--- src/rtl/axi_r_responder_if.sv ---
// AR request, R response and memory-port signals of the AXI read responder.
// The slave modport is the responder; the master modport is the crossbar/memory side.
interface axi_r_responder_if #(
    parameter int ID_WIDTH   = 4,
    parameter int ADDR_WIDTH = 32,
    parameter int DATA_WIDTH = 32
);
    logic [ID_WIDTH-1:0]   ARID;
    logic [ADDR_WIDTH-1:0] ARADDR;
    logic [7:0]            ARLEN;
    logic [2:0]            ARSIZE;
    logic [1:0]            ARBURST;
    logic                  ARVALID;
    logic                  ARREADY;
    logic                  mem_re;
    logic [ADDR_WIDTH-1:0] mem_addr;
    logic [DATA_WIDTH-1:0] mem_rdata;
    logic [ID_WIDTH-1:0]   RID;
    logic [DATA_WIDTH-1:0] RDATA;
    logic [1:0]            RRESP;
    logic                  RLAST;
    logic                  RVALID;
    logic                  RREADY;

    modport slave (
        input  ARID, ARADDR, ARLEN, ARSIZE, ARBURST, ARVALID, mem_rdata, RREADY,
        output ARREADY, mem_re, mem_addr, RID, RDATA, RRESP, RLAST, RVALID
    );

    modport master (
        output ARID, ARADDR, ARLEN, ARSIZE, ARBURST, ARVALID, mem_rdata, RREADY,
        input  ARREADY, mem_re, mem_addr, RID, RDATA, RRESP, RLAST, RVALID
    );
endinterface

--- src/rtl/axi_r_responder.sv ---
// Single-outstanding AXI read responder: one AR burst at a time, each beat fetched
// from a 1-cycle-latency memory and presented on R with fully registered outputs.
module axi_r_responder #(
    parameter int ID_WIDTH   = 4,
    parameter int ADDR_WIDTH = 32,
    parameter int DATA_WIDTH = 32
) (
    input  logic              clk,
    input  logic              rst,
    axi_r_responder_if.slave  bus
);
    localparam int OFF = $clog2(DATA_WIDTH / 8);
    localparam logic [2:0] SIZE_MAX = 3'(OFF);
    localparam logic [ADDR_WIDTH-1:0] ZERO_A = {ADDR_WIDTH{1'b0}};
    localparam logic [ADDR_WIDTH-1:0] ONE_A  = ADDR_WIDTH'(1'b1);
    localparam logic [ADDR_WIDTH-1:0] WORD_MASK = ~((ONE_A << OFF) - ONE_A);

    typedef enum logic [1:0] {ST_IDLE = 2'd0, ST_FETCH = 2'd1, ST_WAIT = 2'd2, ST_SEND = 2'd3} state_t;

    function automatic logic [ADDR_WIDTH-1:0] size_mask(input logic [2:0] size);
        return (ONE_A << size) - ONE_A;
    endfunction

    function automatic logic [ADDR_WIDTH-1:0] next_addr(input logic [ADDR_WIDTH-1:0] addr,
                                                        input logic [2:0] size,
                                                        input logic [7:0] len,
                                                        input logic [1:0] burst);
        logic [ADDR_WIDTH-1:0] sz;
        logic [ADDR_WIDTH-1:0] wb;
        logic [ADDR_WIDTH-1:0] lo;
        logic [ADDR_WIDTH-1:0] na;
        sz = ONE_A << size;
        wb = (ADDR_WIDTH'(len) + ONE_A) << size;
        lo = addr & ~(wb - ONE_A);
        case (burst)
            2'b00:   na = addr;
            2'b01:   na = (addr & ~size_mask(size)) + sz;
            2'b10:   na = ((addr + sz) == (lo + wb)) ? lo : (addr + sz);
            default: na = addr;
        endcase
        return na;
    endfunction

    state_t                state_r, state_s;
    logic                  arready_r, arready_s;
    logic                  rvalid_r, rvalid_s;
    logic                  rlast_r, rlast_s;
    logic [1:0]            rresp_r, rresp_s;
    logic [ID_WIDTH-1:0]   rid_r, rid_s;
    logic [DATA_WIDTH-1:0] rdata_r, rdata_s;
    logic                  mem_re_r, mem_re_s;
    logic [ADDR_WIDTH-1:0] mem_addr_r, mem_addr_s;
    logic [ADDR_WIDTH-1:0] addr_r, addr_s;
    logic [7:0]            len_r, len_s;
    logic [7:0]            beat_r, beat_s;
    logic [2:0]            size_r, size_s;
    logic [1:0]            burst_r, burst_s;
    logic                  err_r, err_s;
    logic                  req_err_s;
    logic [ADDR_WIDTH-1:0] adv_addr_s;

    // Request legality: reserved burst, oversize beat, bad WRAP length or alignment.
    always_comb begin
        req_err_s = 1'b0;
        if (bus.ARBURST == 2'b11) begin
            req_err_s = 1'b1;
        end else if (bus.ARSIZE > SIZE_MAX) begin
            req_err_s = 1'b1;
        end else if (bus.ARBURST == 2'b10) begin
            req_err_s = !((bus.ARLEN == 8'd1) || (bus.ARLEN == 8'd3) ||
                          (bus.ARLEN == 8'd7) || (bus.ARLEN == 8'd15)) ||
                        ((bus.ARADDR & size_mask(bus.ARSIZE)) != ZERO_A);
        end else begin
            req_err_s = 1'b0;
        end
    end

    assign adv_addr_s = next_addr(addr_r, size_r, len_r, burst_r);

    // Next-state and next-output logic; outputs hold unless a transition changes them.
    always_comb begin
        state_s    = state_r;
        arready_s  = arready_r;
        rvalid_s   = rvalid_r;
        rlast_s    = rlast_r;
        rresp_s    = rresp_r;
        rid_s      = rid_r;
        rdata_s    = rdata_r;
        mem_re_s   = 1'b0;
        mem_addr_s = mem_addr_r;
        addr_s     = addr_r;
        len_s      = len_r;
        beat_s     = beat_r;
        size_s     = size_r;
        burst_s    = burst_r;
        err_s      = err_r;
        case (state_r)
            ST_IDLE: begin
                if (bus.ARVALID && arready_r) begin
                    arready_s = 1'b0;
                    rid_s     = bus.ARID;
                    addr_s    = bus.ARADDR;
                    len_s     = bus.ARLEN;
                    size_s    = bus.ARSIZE;
                    burst_s   = bus.ARBURST;
                    beat_s    = 8'd0;
                    err_s     = req_err_s;
                    if (req_err_s) begin
                        // Error bursts skip memory and present zero data immediately.
                        state_s  = ST_SEND;
                        rvalid_s = 1'b1;
                        rlast_s  = (bus.ARLEN == 8'd0);
                        rresp_s  = 2'b10;
                        rdata_s  = {DATA_WIDTH{1'b0}};
                    end else begin
                        state_s    = ST_FETCH;
                        rresp_s    = 2'b00;
                        mem_re_s   = 1'b1;
                        mem_addr_s = bus.ARADDR & WORD_MASK;
                    end
                end else begin
                    arready_s = 1'b1;
                end
            end
            ST_FETCH: begin
                state_s = ST_WAIT;
            end
            ST_WAIT: begin
                state_s  = ST_SEND;
                rdata_s  = bus.mem_rdata;
                rvalid_s = 1'b1;
                rlast_s  = (beat_r == len_r);
            end
            ST_SEND: begin
                if (bus.RREADY) begin
                    if (rlast_r) begin
                        state_s   = ST_IDLE;
                        arready_s = 1'b1;
                        rvalid_s  = 1'b0;
                        rlast_s   = 1'b0;
                    end else begin
                        beat_s = beat_r + 8'd1;
                        addr_s = adv_addr_s;
                        if (err_r) begin
                            rlast_s = ((beat_r + 8'd1) == len_r);
                        end else begin
                            state_s    = ST_FETCH;
                            rvalid_s   = 1'b0;
                            rlast_s    = 1'b0;
                            mem_re_s   = 1'b1;
                            mem_addr_s = adv_addr_s & WORD_MASK;
                        end
                    end
                end else begin
                    state_s = ST_SEND;
                end
            end
            default: begin
                state_s = ST_IDLE;
            end
        endcase
    end

    // State, latched request and registered outputs.
    always_ff @(posedge clk or posedge rst) begin
        if (rst) begin
            state_r    <= ST_IDLE;
            arready_r  <= 1'b0;
            rvalid_r   <= 1'b0;
            rlast_r    <= 1'b0;
            rresp_r    <= 2'b00;
            rid_r      <= {ID_WIDTH{1'b0}};
            rdata_r    <= {DATA_WIDTH{1'b0}};
            mem_re_r   <= 1'b0;
            mem_addr_r <= ZERO_A;
            addr_r     <= ZERO_A;
            len_r      <= 8'd0;
            beat_r     <= 8'd0;
            size_r     <= 3'd0;
            burst_r    <= 2'b00;
            err_r      <= 1'b0;
        end else begin
            state_r    <= state_s;
            arready_r  <= arready_s;
            rvalid_r   <= rvalid_s;
            rlast_r    <= rlast_s;
            rresp_r    <= rresp_s;
            rid_r      <= rid_s;
            rdata_r    <= rdata_s;
            mem_re_r   <= mem_re_s;
            mem_addr_r <= mem_addr_s;
            addr_r     <= addr_s;
            len_r      <= len_s;
            beat_r     <= beat_s;
            size_r     <= size_s;
            burst_r    <= burst_s;
            err_r      <= err_s;
        end
    end

    assign bus.ARREADY  = arready_r;
    assign bus.RVALID   = rvalid_r;
    assign bus.RLAST    = rlast_r;
    assign bus.RRESP    = rresp_r;
    assign bus.RID      = rid_r;
    assign bus.RDATA    = rdata_r;
    assign bus.mem_re   = mem_re_r;
    assign bus.mem_addr = mem_addr_r;
endmodule

--- src/flat_wrapper.sv ---
// flat-port wrapper written by rule: the top's interface ports become plain ports
module axi_r_responder_flat 
#(
    parameter int ID_WIDTH   = 4,
    parameter int ADDR_WIDTH = 32,
    parameter int DATA_WIDTH = 32
)
  (clk, rst, bus_ARID, bus_ARADDR, bus_ARLEN, bus_ARSIZE, bus_ARBURST, bus_ARVALID, bus_mem_rdata, bus_RREADY, bus_ARREADY, bus_mem_re, bus_mem_addr, bus_RID, bus_RDATA, bus_RRESP, bus_RLAST, bus_RVALID);
  axi_r_responder_if #(.ID_WIDTH(ID_WIDTH), .ADDR_WIDTH(ADDR_WIDTH), .DATA_WIDTH(DATA_WIDTH)) bus_i ();
  input  logic clk;
  input  logic rst;
  input wire logic [$bits(bus_i.ARID)-1:0] bus_ARID;
  input wire logic [$bits(bus_i.ARADDR)-1:0] bus_ARADDR;
  input wire logic [$bits(bus_i.ARLEN)-1:0] bus_ARLEN;
  input wire logic [$bits(bus_i.ARSIZE)-1:0] bus_ARSIZE;
  input wire logic [$bits(bus_i.ARBURST)-1:0] bus_ARBURST;
  input wire logic [$bits(bus_i.ARVALID)-1:0] bus_ARVALID;
  input wire logic [$bits(bus_i.mem_rdata)-1:0] bus_mem_rdata;
  input wire logic [$bits(bus_i.RREADY)-1:0] bus_RREADY;
  output wire logic [$bits(bus_i.ARREADY)-1:0] bus_ARREADY;
  output wire logic [$bits(bus_i.mem_re)-1:0] bus_mem_re;
  output wire logic [$bits(bus_i.mem_addr)-1:0] bus_mem_addr;
  output wire logic [$bits(bus_i.RID)-1:0] bus_RID;
  output wire logic [$bits(bus_i.RDATA)-1:0] bus_RDATA;
  output wire logic [$bits(bus_i.RRESP)-1:0] bus_RRESP;
  output wire logic [$bits(bus_i.RLAST)-1:0] bus_RLAST;
  output wire logic [$bits(bus_i.RVALID)-1:0] bus_RVALID;
  assign bus_i.ARID = bus_ARID;
  assign bus_i.ARADDR = bus_ARADDR;
  assign bus_i.ARLEN = bus_ARLEN;
  assign bus_i.ARSIZE = bus_ARSIZE;
  assign bus_i.ARBURST = bus_ARBURST;
  assign bus_i.ARVALID = bus_ARVALID;
  assign bus_i.mem_rdata = bus_mem_rdata;
  assign bus_i.RREADY = bus_RREADY;
  assign bus_ARREADY = bus_i.ARREADY;
  assign bus_mem_re = bus_i.mem_re;
  assign bus_mem_addr = bus_i.mem_addr;
  assign bus_RID = bus_i.RID;
  assign bus_RDATA = bus_i.RDATA;
  assign bus_RRESP = bus_i.RRESP;
  assign bus_RLAST = bus_i.RLAST;
  assign bus_RVALID = bus_i.RVALID;
  axi_r_responder #(.ID_WIDTH(ID_WIDTH), .ADDR_WIDTH(ADDR_WIDTH), .DATA_WIDTH(DATA_WIDTH)) u_core (.clk(clk), .rst(rst), .bus(bus_i));
endmodule
--- config.mk ---
export PLATFORM = sky130hd
export DESIGN_NAME = axi_r_responder_flat
export DESIGN_NICKNAME = d
export VERILOG_FILES = /design/src/rtl/axi_r_responder_if.sv /design/src/rtl/axi_r_responder.sv /design/src/flat_wrapper.sv
export SDC_FILE = /design/constraint.sdc
export NUM_CORES = 1
export LEC_CHECK = 0
export BUFFER_PORTS_ARGS = -buffer_cell sky130_fd_sc_hd__clkbuf_2
export CORE_ASPECT_RATIO = 1.25
export CORE_MARGIN = 4
export CORE_UTILIZATION = 55
export CTS_BUF_LIST = sky130_fd_sc_hd__clkbuf_4 sky130_fd_sc_hd__clkbuf_8 sky130_fd_sc_hd__clkbuf_16
export DETAILED_ROUTE_END_ITERATION = 8
export GPL_TIMING_DRIVEN = 0
export PLACE_DENSITY = 0.76
export SYNTH_ARGS = -nofsm -noshare
export SYNTH_HDL_FRONTEND = slang
export SYNTH_SLANG_ARGS = --single-unit
export TNS_END_PERCENT = 20
--- constraint.sdc ---
create_clock -name clk -period 8 [get_ports clk]
set_clock_uncertainty 0.1 [all_clocks]
set_input_delay 0.8 -clock clk [delete_from_list [all_inputs] [get_ports clk]]
set_output_delay 0.8 -clock clk [all_outputs]
set_load 0.005 [all_outputs]
==> results of run 1 <==
==> routing by layer <==
metal	wire length, µm	track usage
met1	18600	0.483
met2	24300	0.654
met3	4540	0.0597
met4	4190	0.263
met5	0	0
==> final timing paths <==
kind / startpoint / end / cells after the start
setup / recovery: u_core.size_r[2] / u_core.addr_r[16] / 22
hold / removal: rst / u_core.addr_r[31] / 2
setup reg to reg: u_core.size_r[2] / u_core.addr_r[16] / 22
hold reg to reg: u_core.bus.mem_addr[22] / u_core.bus.mem_addr[22] / 2
max in group asynchronous: rst / u_core.addr_r[4] / 3
min in group clk: u_core.bus.mem_addr[22] / u_core.bus.mem_addr[22] / 2
==> flip-flops by register name, indices dropped and copies added (netlist names), 2 cells and up <==
| register | flops |
|---|---|
| u_core.len_r | 8 |
| u_core.bus.RID | 4 |
| u_core.state_r | 2 |
| u_core.burst_r | 2 |
| u_core.beat_r | 8 |
| u_core.addr_r | 32 |
| u_core.bus.RDATA | 32 |
| u_core.size_r | 3 |
| u_core.bus.mem_addr | 30 |
==> metrics by stage <==
step                instances  total power, µW   util  TNS (ps)
global route             2121             8260  0.647         0
finish                   2121             7820  0.647         0
detailed placement       2084             6660  0.614     -5510
floorplan                1645             4970      -         0
global placement         2083             6590  0.613     -1480
CTS                      2116             7550  0.643         0
==> critical path, cell delays in order, from the launching register on <==
cell       delay (ps)
dfrtp_1           450
clkbuf_1          440
clkbuf_1          420
clkbuf_2          390
nor2_1            100
ha_1              340
a21oi_1            90
a21oi_1           260
o21ai_0           540
nor3_4            550
nand2_1           380
xnor2_2           430
o2bb2ai_1         110
or4_1             480
nor4_1            270
nand4_1           190
nor4_4            620
and2_1            220
buf_4             140
buf_2             300
o21ai_0           210
nor3_1            360
nor2_1            120
==> kinds of logic after synthesis <==
family / synth area share
and+or+nand+nor: 0.262
other: 0.000300
xor gates and xnor gates: 0.0669
buffers and inverters: 0.0604
adders and majority gates: 0.0326
muxes: 0.0368
DFF: 0.252
AOI/OAI and AO/OA: 0.289
==> repair_timing <==
item | CTS | global route
pin swaps | 0 | 3
endpoints found under the setup margin | 61 | 62
endpoints found under the hold margin | 0 | 0
resized for setup | 3 | 14
cloned | 0 | 0
buffers inserted | 0 | 5
==> where the power goes <==
part | internal, µW | leakage, µW | switching, µW
sequential | 901 | 0.00156 | 221
combinational | 1980 | 0.00411 | 3870
clock | 502 | 0.000305 | 343
total | 3390 | 0.00598 | 4430
==> cells in the mapped netlist, drive strengths merged, types with 22 or more instances <==
cell type and instances:
a21oi 113, a31oi 32, and3 33, buf 34, clkbuf 100, dfrtp 126, ha 31, inv 36
mux2 24, nand2 233, nand3 63, nand4 22, nor2 119, nor3 44, nor4 28, o21ai 126
o22ai 22, o31ai 42, xnor2 64, xor2 28
==> placed cells by master (no fill, tap or decap), types with 22 or more instances in the layout <==
cell type,count
nor2_1,119
a21oi_1,111
o22ai_1,22
clkbuf_2,158
xnor2_1,63
dfrtp_1,126
o31ai_1,40
and3_1,33
mux2_2,23
nand2_1,231
o21ai_0,115
nor4_1,25
nor3_1,40
clkbuf_1,97
inv_1,34
xor2_1,27
a31oi_1,32
nand3_1,60
ha_1,31
==> area by class of cell <==
type,count,area (µm²)
plain buffers,134,624
clock buffers,17,425
clock inverters,15,198
fillers,2054,7870
inverters,36,140
multi-input cells,1349,8680
flip-flops and latches,126,3150
well taps,283,354
repair buffers,161,841
==> impl_metrics.toml, run 1 <==
[routing]
drt-total-wl_um = 51700
wl_per_cell_um = 24.4
viasPerCell = 6.86
vias = 14600
drt_iter0_markers = 1665
drc_errors = 0
antenna_left = 0
firstDrtPassIters = 8

[place]
place_area_mm2 = 0.0137
place_ws_ps = -276
port_buffers = 155
dp_hpwl_um = 39800
place_congestion = 1.02

[critical_path]
worst_ep_arrival_time_ps = 7870
endpoint_kind = "register"
ff2ff_setup_slack_ps = 320
start_kind = "register"
required_ps = 8190
crit_type = "reg2reg"
cp_max_fo = 10

[layout]
design_area_mm2 = 0.0144
areaGrowthSynthToFinish_pct = 15.2
diodes = 0
drive_gt1_frac = 0.179
layout.nets = 1942

[sta]
tightest_slew_ps = 1380
period_share = 0.960
max_freq_mhz = 130
period_minus_slack_ps = 7680
timing.final.hold_violations = 0
setup_viol = 0
whs_ps = 297
slew_violations = 0
slew_headroom = 0.0729
rsz0062_at_grt = "false"
final.setup.worst_slack_ps = 323

[global_route]
grt_pass1_wl_um = 78000
grtUsageTotal = 0.399
antenna_found_initial = 0
gr-total-overflow = 0
grt_pass1_vias = 13700
grt_max_degree = 77

[clock_network]
hold_buffers = 0
cts.clk_slew.worst_paths_ps = 70
clock_latency_ps = 440
cts_buffers = 17
cts_root_buffer = "clkbuf_16"
h-tree-depth = 4
clockBufferDepth = 2
cts_num_sinks = 126
cts_tree = "done"

[floorplanning]
dieArea_mm2 = 0.0252
rows = 61
initial_core_util = 0.561
fp.dieW_um = 143
ios = 159
die_h_um = 177
core_area_mm2 = 0.0223

[run_status]
status = "complete, no violations"

[logic_synthesis]
netlist.top_cell.by_area = "dfrtp_1"
postSynthAreaPerCell_um2 = 7.62
synth_cells = 1643
synth-async-reset-ratio = 1.00
synth_area_mm2 = 0.0125
ys_seq_area_frac = 0.252
synth_largest_type_area_fraction = 0.252
yosysWarnings = 0
ys.flop_type = "dfrtp_1"
ys_types = 109
synth_edf_count = 0
synth-seq-cells = 126
synth.area.top_cells = "dfrtp_1 (25%), nand2_1 (6.9%), o21ai_0 (4.6%), xnor2_1 (4.5%), a21oi_1 (4.4%)"

[power]
ir_drop_mv = 0.289
p_per_area_mw_per_mm2 = 542
p_leak_uw = 0.00598

[flow_run]
drv_cap = 0

[worst_hold_path]
hp-class = "in2async"
No activity file was read; power rests on OpenSTA's default activity.
==> run 2, diff against run 1 <==
--- a/config.mk
+++ b/config.mk
@@ -6,7 +6,7 @@
 export NUM_CORES = 1
 export LEC_CHECK = 0
 export BUFFER_PORTS_ARGS = -buffer_cell sky130_fd_sc_hd__clkbuf_2
-export CORE_ASPECT_RATIO = 1.25
+export CORE_ASPECT_RATIO = 0.9
 export CORE_MARGIN = 4
 export CORE_UTILIZATION = 55
 export CTS_BUF_LIST = sky130_fd_sc_hd__clkbuf_4 sky130_fd_sc_hd__clkbuf_8 sky130_fd_sc_hd__clkbuf_16
==> impl_metrics.toml, run 2 (synthesis results as in run 1) <==
[routing]
vias = 14400
drt-total-wl_um = 50200
firstDrtPassIters = 8
antenna_left = 0
drc_errors = 0
wl_per_cell_um = 23.6
drt_iter0_markers = 2043
viasPerCell = 6.75

[floorplanning]
initial_core_util = 0.557
core_area_mm2 = 0.0224
die_h_um = 151
fp.dieW_um = 167
ios = 159
rows = 52
dieArea_mm2 = 0.0252

[power]
p_per_area_mw_per_mm2 = 542
pwr-share-comb = 0.750
power.internal_uw = 3370
p_sw_uw = 4440
ir_drop_mv = 0.276
p_leak_uw = 0.00597
clock_power_share = 0.106
switching_share = 0.568
pwr-share-seq = 0.144

[layout]
final_cell_mix = "nand2_1 (231), clkbuf_2 (158), dfrtp_1 (126)"
layout.nets = 1939
diodes = 0
layout_commonest_cell = "nand2_1"
fillers = 2055
areaGrowthSynthToFinish_pct = 15.1
drive_gt1_frac = 0.178
layout.cells.non_filler = 2132

[critical_path]
crit_top_cell = "a31oi_1"
cp_max_fo = 10
critPathSlowestCell = "nor4_4"
cp_slowest_stage_delay_ps = 610
crit_type = "reg2reg"
cp-startpoint = "u_core.len_r[0]"
worst_ep_arrival_time_ps = 7850
rr_startpoint = "u_core.len_r[0]"
endpoint_kind = "register"
start_kind = "register"
required_ps = 8180
rr_worst_depth = 26

[clock_network]
h-tree-depth = 4
clock_latency_ps = 430
cts_buffers = 17
cts_tree = "done"
cts_num_sinks = 126
cts_root_buffer = "clkbuf_16"
clockBufferDepth = 2
cts.clk_slew.worst_paths_ps = 60
hold_buffers = 0

[sta]
period_share = 0.960
setup_viol = 0
tightest_slew_ps = 1230
period_minus_slack_ps = 7680
rsz0062_at_grt = "false"
slew_headroom = 0.172
slew_violations = 0
max_freq_mhz = 130
final.setup.worst_slack_ps = 323
timing.final.hold_violations = 0

[global_route]
met3_usage = 0.0830
gr-usage-met2 = 0.596
met1_usage = 0.544
grtUsageTotal = 0.383
grt_max_degree = 97
top_usage_layer = "met2"
grt_pass1_wl_um = 76000
gr-total-overflow = 0
antenna_found_initial = 1
grt_pass1_vias = 13100

[place]
place_ws_ps = -263
place_congestion = 1.03
dp_hpwl_um = 39000
port_buffers = 155
place_inst = 2098

[run_status]
status = "complete, no violations"

[worst_hold_path]
hp-class = "in2async"

[flow_run]
drv_cap = 0
[run 2: changes by cell type in the layout (fill, tap and decap cells not counted), sizes merged]
cell | previous run | this run
buf | 40 | 37
clkbuf | 272 | 273
clkinv | 3 | 7
clkinvlp | 1 | 0
inv | 44 | 40
[run 2: final timing paths]
check / endpoint / slack, ps
worst max-delay path: u_core.bus.mem_addr[19] / 320
worst min-delay path: u_core.bus.RDATA[26] / 230
worst max register to register: u_core.bus.mem_addr[19] / 320
worst min register to register: u_core.bus.RDATA[3] / 380
max in group asynchronous: u_core.size_r[1] / 6800
min in group clk: u_core.bus.RDATA[3] / 380
[run 2: cell type report]
type                       instances  area, µm²  share of cell area
tap                              297        372              0.0258
inverter                          36        140             0.00973
clock buffer                      18        439              0.0305
buffer                           134        624              0.0433
sequential                       126       3150               0.219
multi-input combinational       1349       8670               0.602
timing repair buffer             158        818              0.0568
clock inverter                    14        184              0.0128
[run 2: power by group through the flow]
stage | Combinational, µW | Clock (µW) | Sequential, µW
after detailed placement | 5540 | 0 | 1120
after global placement | 5480 | 0 | 1110
after CTS | 5600 | 823 | 1110
after floorplan | 3910 | 0 | 1060
after global routing | 6230 | 850 | 1150
final | 5850 | 827 | 1120
[run 2: what timing repair did]
| action | CTS | global route |
|---|---|---|
| pin swaps | 0 | 1 |
| resized for setup | 3 | 13 |
| buffers inserted | 0 | 2 |
| endpoints found under the setup margin | 42 | 62 |
[run 2: through the flow]
| step | instance area (µm²) | power (µW) | utilization | setup TNS [ps] | hold slack (ps) |
|---|---|---|---|---|---|
| after floorplan | 12500 | 4970 | - | 0 | 373 |
| after global placement | 13700 | 6600 | 0.609 | -1660 | 362 |
| after detailed placement | 13700 | 6660 | 0.610 | -2260 | 370 |
| after CTS | 14300 | 7530 | 0.639 | 0 | 236 |
| after global routing | 14400 | 8220 | 0.642 | 0 | 251 |
| final | 14400 | 7800 | 0.642 | 0 | 228 |
[run 2: critical path: cells and delay by family (launching register included)]
kind / cells / cell delay, ps
adder cells (fa/ha/maj): 2 / 600
AO/OA/AOI/OAI: 8 / 1990
buffers and inverters: 4 / 820
AND/OR/NAND/NOR: 12 / 3540
flip-flops: 1 / 450
[run 2: layer usage]
metal / part of all wire / up-vias
li1: - / 6457
met1: 0.42 / 6783
met2: 0.43 / 1041
met3: 0.13 / 117
met4: 0.027 / 0
met5: 0 / -
==> run 3, diff against run 2 <==
--- a/config.mk
+++ b/config.mk
@@ -6,13 +6,15 @@
 export NUM_CORES = 1
 export LEC_CHECK = 0
 export BUFFER_PORTS_ARGS = -buffer_cell sky130_fd_sc_hd__clkbuf_2
+export CELL_PAD_IN_SITES_DETAIL_PLACEMENT = 1
+export CELL_PAD_IN_SITES_GLOBAL_PLACEMENT = 1
 export CORE_ASPECT_RATIO = 0.9
 export CORE_MARGIN = 4
-export CORE_UTILIZATION = 55
+export CORE_UTILIZATION = 44
 export CTS_BUF_LIST = sky130_fd_sc_hd__clkbuf_4 sky130_fd_sc_hd__clkbuf_8 sky130_fd_sc_hd__clkbuf_16
 export DETAILED_ROUTE_END_ITERATION = 8
 export GPL_TIMING_DRIVEN = 0
-export PLACE_DENSITY = 0.76
+export PLACE_DENSITY_LB_ADDON = 0.1
 export SYNTH_ARGS = -nofsm -noshare
 export SYNTH_HDL_FRONTEND = slang
 export SYNTH_SLANG_ARGS = --single-unit
==> impl_metrics.toml, run 3 (synthesis results as in run 1) <==
[critical_path]
cp_slowest_stage_delay_ps = 560
path_buf_inv = 5
start_kind = "register"
crit_top_cell = "ha_1"
cp_top_family = "compound AO/OA/AOI/OAI gates"
endpoint_kind = "register"
critPathSlowestCell = "a211oi_1"
rr_worst_depth = 27
worst_ep_arrival_time_ps = 7770
rr_startpoint = "u_core.len_r[0]"
required_ps = 8200
crit_type = "reg2reg"
r2r-end = "u_core.addr_r[21]"
cp_max_fo = 10
ff2ff_setup_slack_ps = 430

[sta]
period_share = 0.946
slew_violations = 0
max_freq_mhz = 132
tightest_slew_ps = 1060
rsz0062_at_grt = "false"
slew_headroom = 0.296
setup_viol = 0
period_minus_slack_ps = 7570
final.setup.worst_slack_ps = 431
timing.final.hold_violations = 0

[clock_network]
cts_buffers = 17
cts_num_sinks = 126
cts.clk_slew.worst_paths_ps = 70
cts_root_buffer = "clkbuf_16"
h-tree-depth = 4
clockBufferDepth = 2
cts_tree = "done"
clock_latency_ps = 420

[place]
port_buffers = 155
place_ws_ps = -648
dp_hpwl_um = 43500
place_area_mm2 = 0.0138
place_congestion = 1.00

[floorplanning]
core_area_mm2 = 0.0280
ios = 159
rows = 58
fp.dieW_um = 186
initial_core_util = 0.447
dieArea_mm2 = 0.0312
die_h_um = 168

[global_route]
grtUsageTotal = 0.352
grt_pass1_wl_um = 86300
grt_max_degree = 98
grt_pass1_vias = 14500
antenna_found_initial = 0
gr-total-overflow = 0

[power]
ir_drop_mv = 0.205
clock_power_share = 0.107
pwr-share-comb = 0.751
switching_share = 0.575
power.internal_uw = 3430
total_power_uw = 8060
p_per_area_mw_per_mm2 = 553
pwr-share-seq = 0.142
p_sw_uw = 4630
p_leak_uw = 0.00602

[layout]
diodes = 0
drive_gt1_frac = 0.182
final_cell_mix = "nand2_1 (231), clkbuf_2 (158), dfrtp_1 (126)"
areaGrowthSynthToFinish_pct = 16.4
layout.nets = 1946
layout_commonest_cell = "nand2_1"
design_area_mm2 = 0.0146

[routing]
drt-total-wl_um = 56300
wl_per_cell_um = 25.6
firstDrtPassIters = 5
drc_errors = 0
drt_iter0_markers = 1667
vias = 14500
viasPerCell = 6.60
antenna_left = 0

[run_status]
status = "complete, no violations"

[flow_run]
drv_cap = 0

[worst_hold_path]
hp-class = "in2async"
[run 3: changes by cell type in the layout (fill, tap and decap cells not counted), sizes merged]
cell,previous run,this run
buf,37,44
clkinv,7,3
inv,40,42
bufinv,3,4
clkinvlp,0,1
[run 3: worst max-delay path by stage]
stage,cells past startpoint,to,slack [ps],startpoint
floorplan,26,u_core.bus.mem_addr[6],1530,u_core.len_r[0]
global placement,21,u_core.bus.mem_addr[6],-610,u_core.size_r[2]
detailed placement,21,u_core.bus.mem_addr[6],-650,u_core.size_r[2]
CTS,27,u_core.bus.mem_addr[23],8,u_core.len_r[0]
global route,27,u_core.addr_r[21],60,u_core.len_r[0]
finish,27,u_core.addr_r[21],430,u_core.len_r[0]
[run 3: area by class of cell]
class	count	area (µm²)
timing repair buffer	165	871
inverter	36	140
clock inverter	14	205
tap	360	450
multi-input combinational	1349	8680
buffer	134	624
clock buffer	18	433
fill	3510	13500
sequential	126	3150
[run 3: timing repair]
item | in CTS | in global routing
resized for setup | 7 | 11
hold endpoints to repair | 0 | 0
hold buffers | 0 | 0
endpoints found under the setup margin | 62 | 62
setup buffers | 0 | 9
pin swaps | 0 | 4
cloned | 0 | 0
[run 3: routing by layer]
metal / vias to the layer above / part of all wire / GRT usage
met5: - / 0 / 0
met4: 0 / 0.024 / 0.0909
met3: 100 / 0.10 / 0.0832
met2: 774 / 0.44 / 0.540
met1: 7188 / 0.43 / 0.501
li1: 6474 / - / -
[run 3: stage by stage]
stage	hold WS (ps)	util	TNS (ps)	cells
after global placement	363	0.491	-19340	2160
after detailed placement	378	0.492	-24060	2161
after floorplan	373	-	0	1645
after global routing	258	0.520	0	2202
final	237	0.520	0	2202
after CTS	239	0.516	0	2193
[run 3: power groups by stage]
stage / combinational (µW) / sequential [µW] / clock (µW)
6_report: 6050 / 1140 / 862
5_1_grt: 6470 / 1160 / 896
4_1_cts: 5800 / 1130 / 863
3_5_place_dp: 5700 / 1130 / 0
3_3_place_gp: 5580 / 1120 / 0
2_1_floorplan: 3910 / 1060 / 0
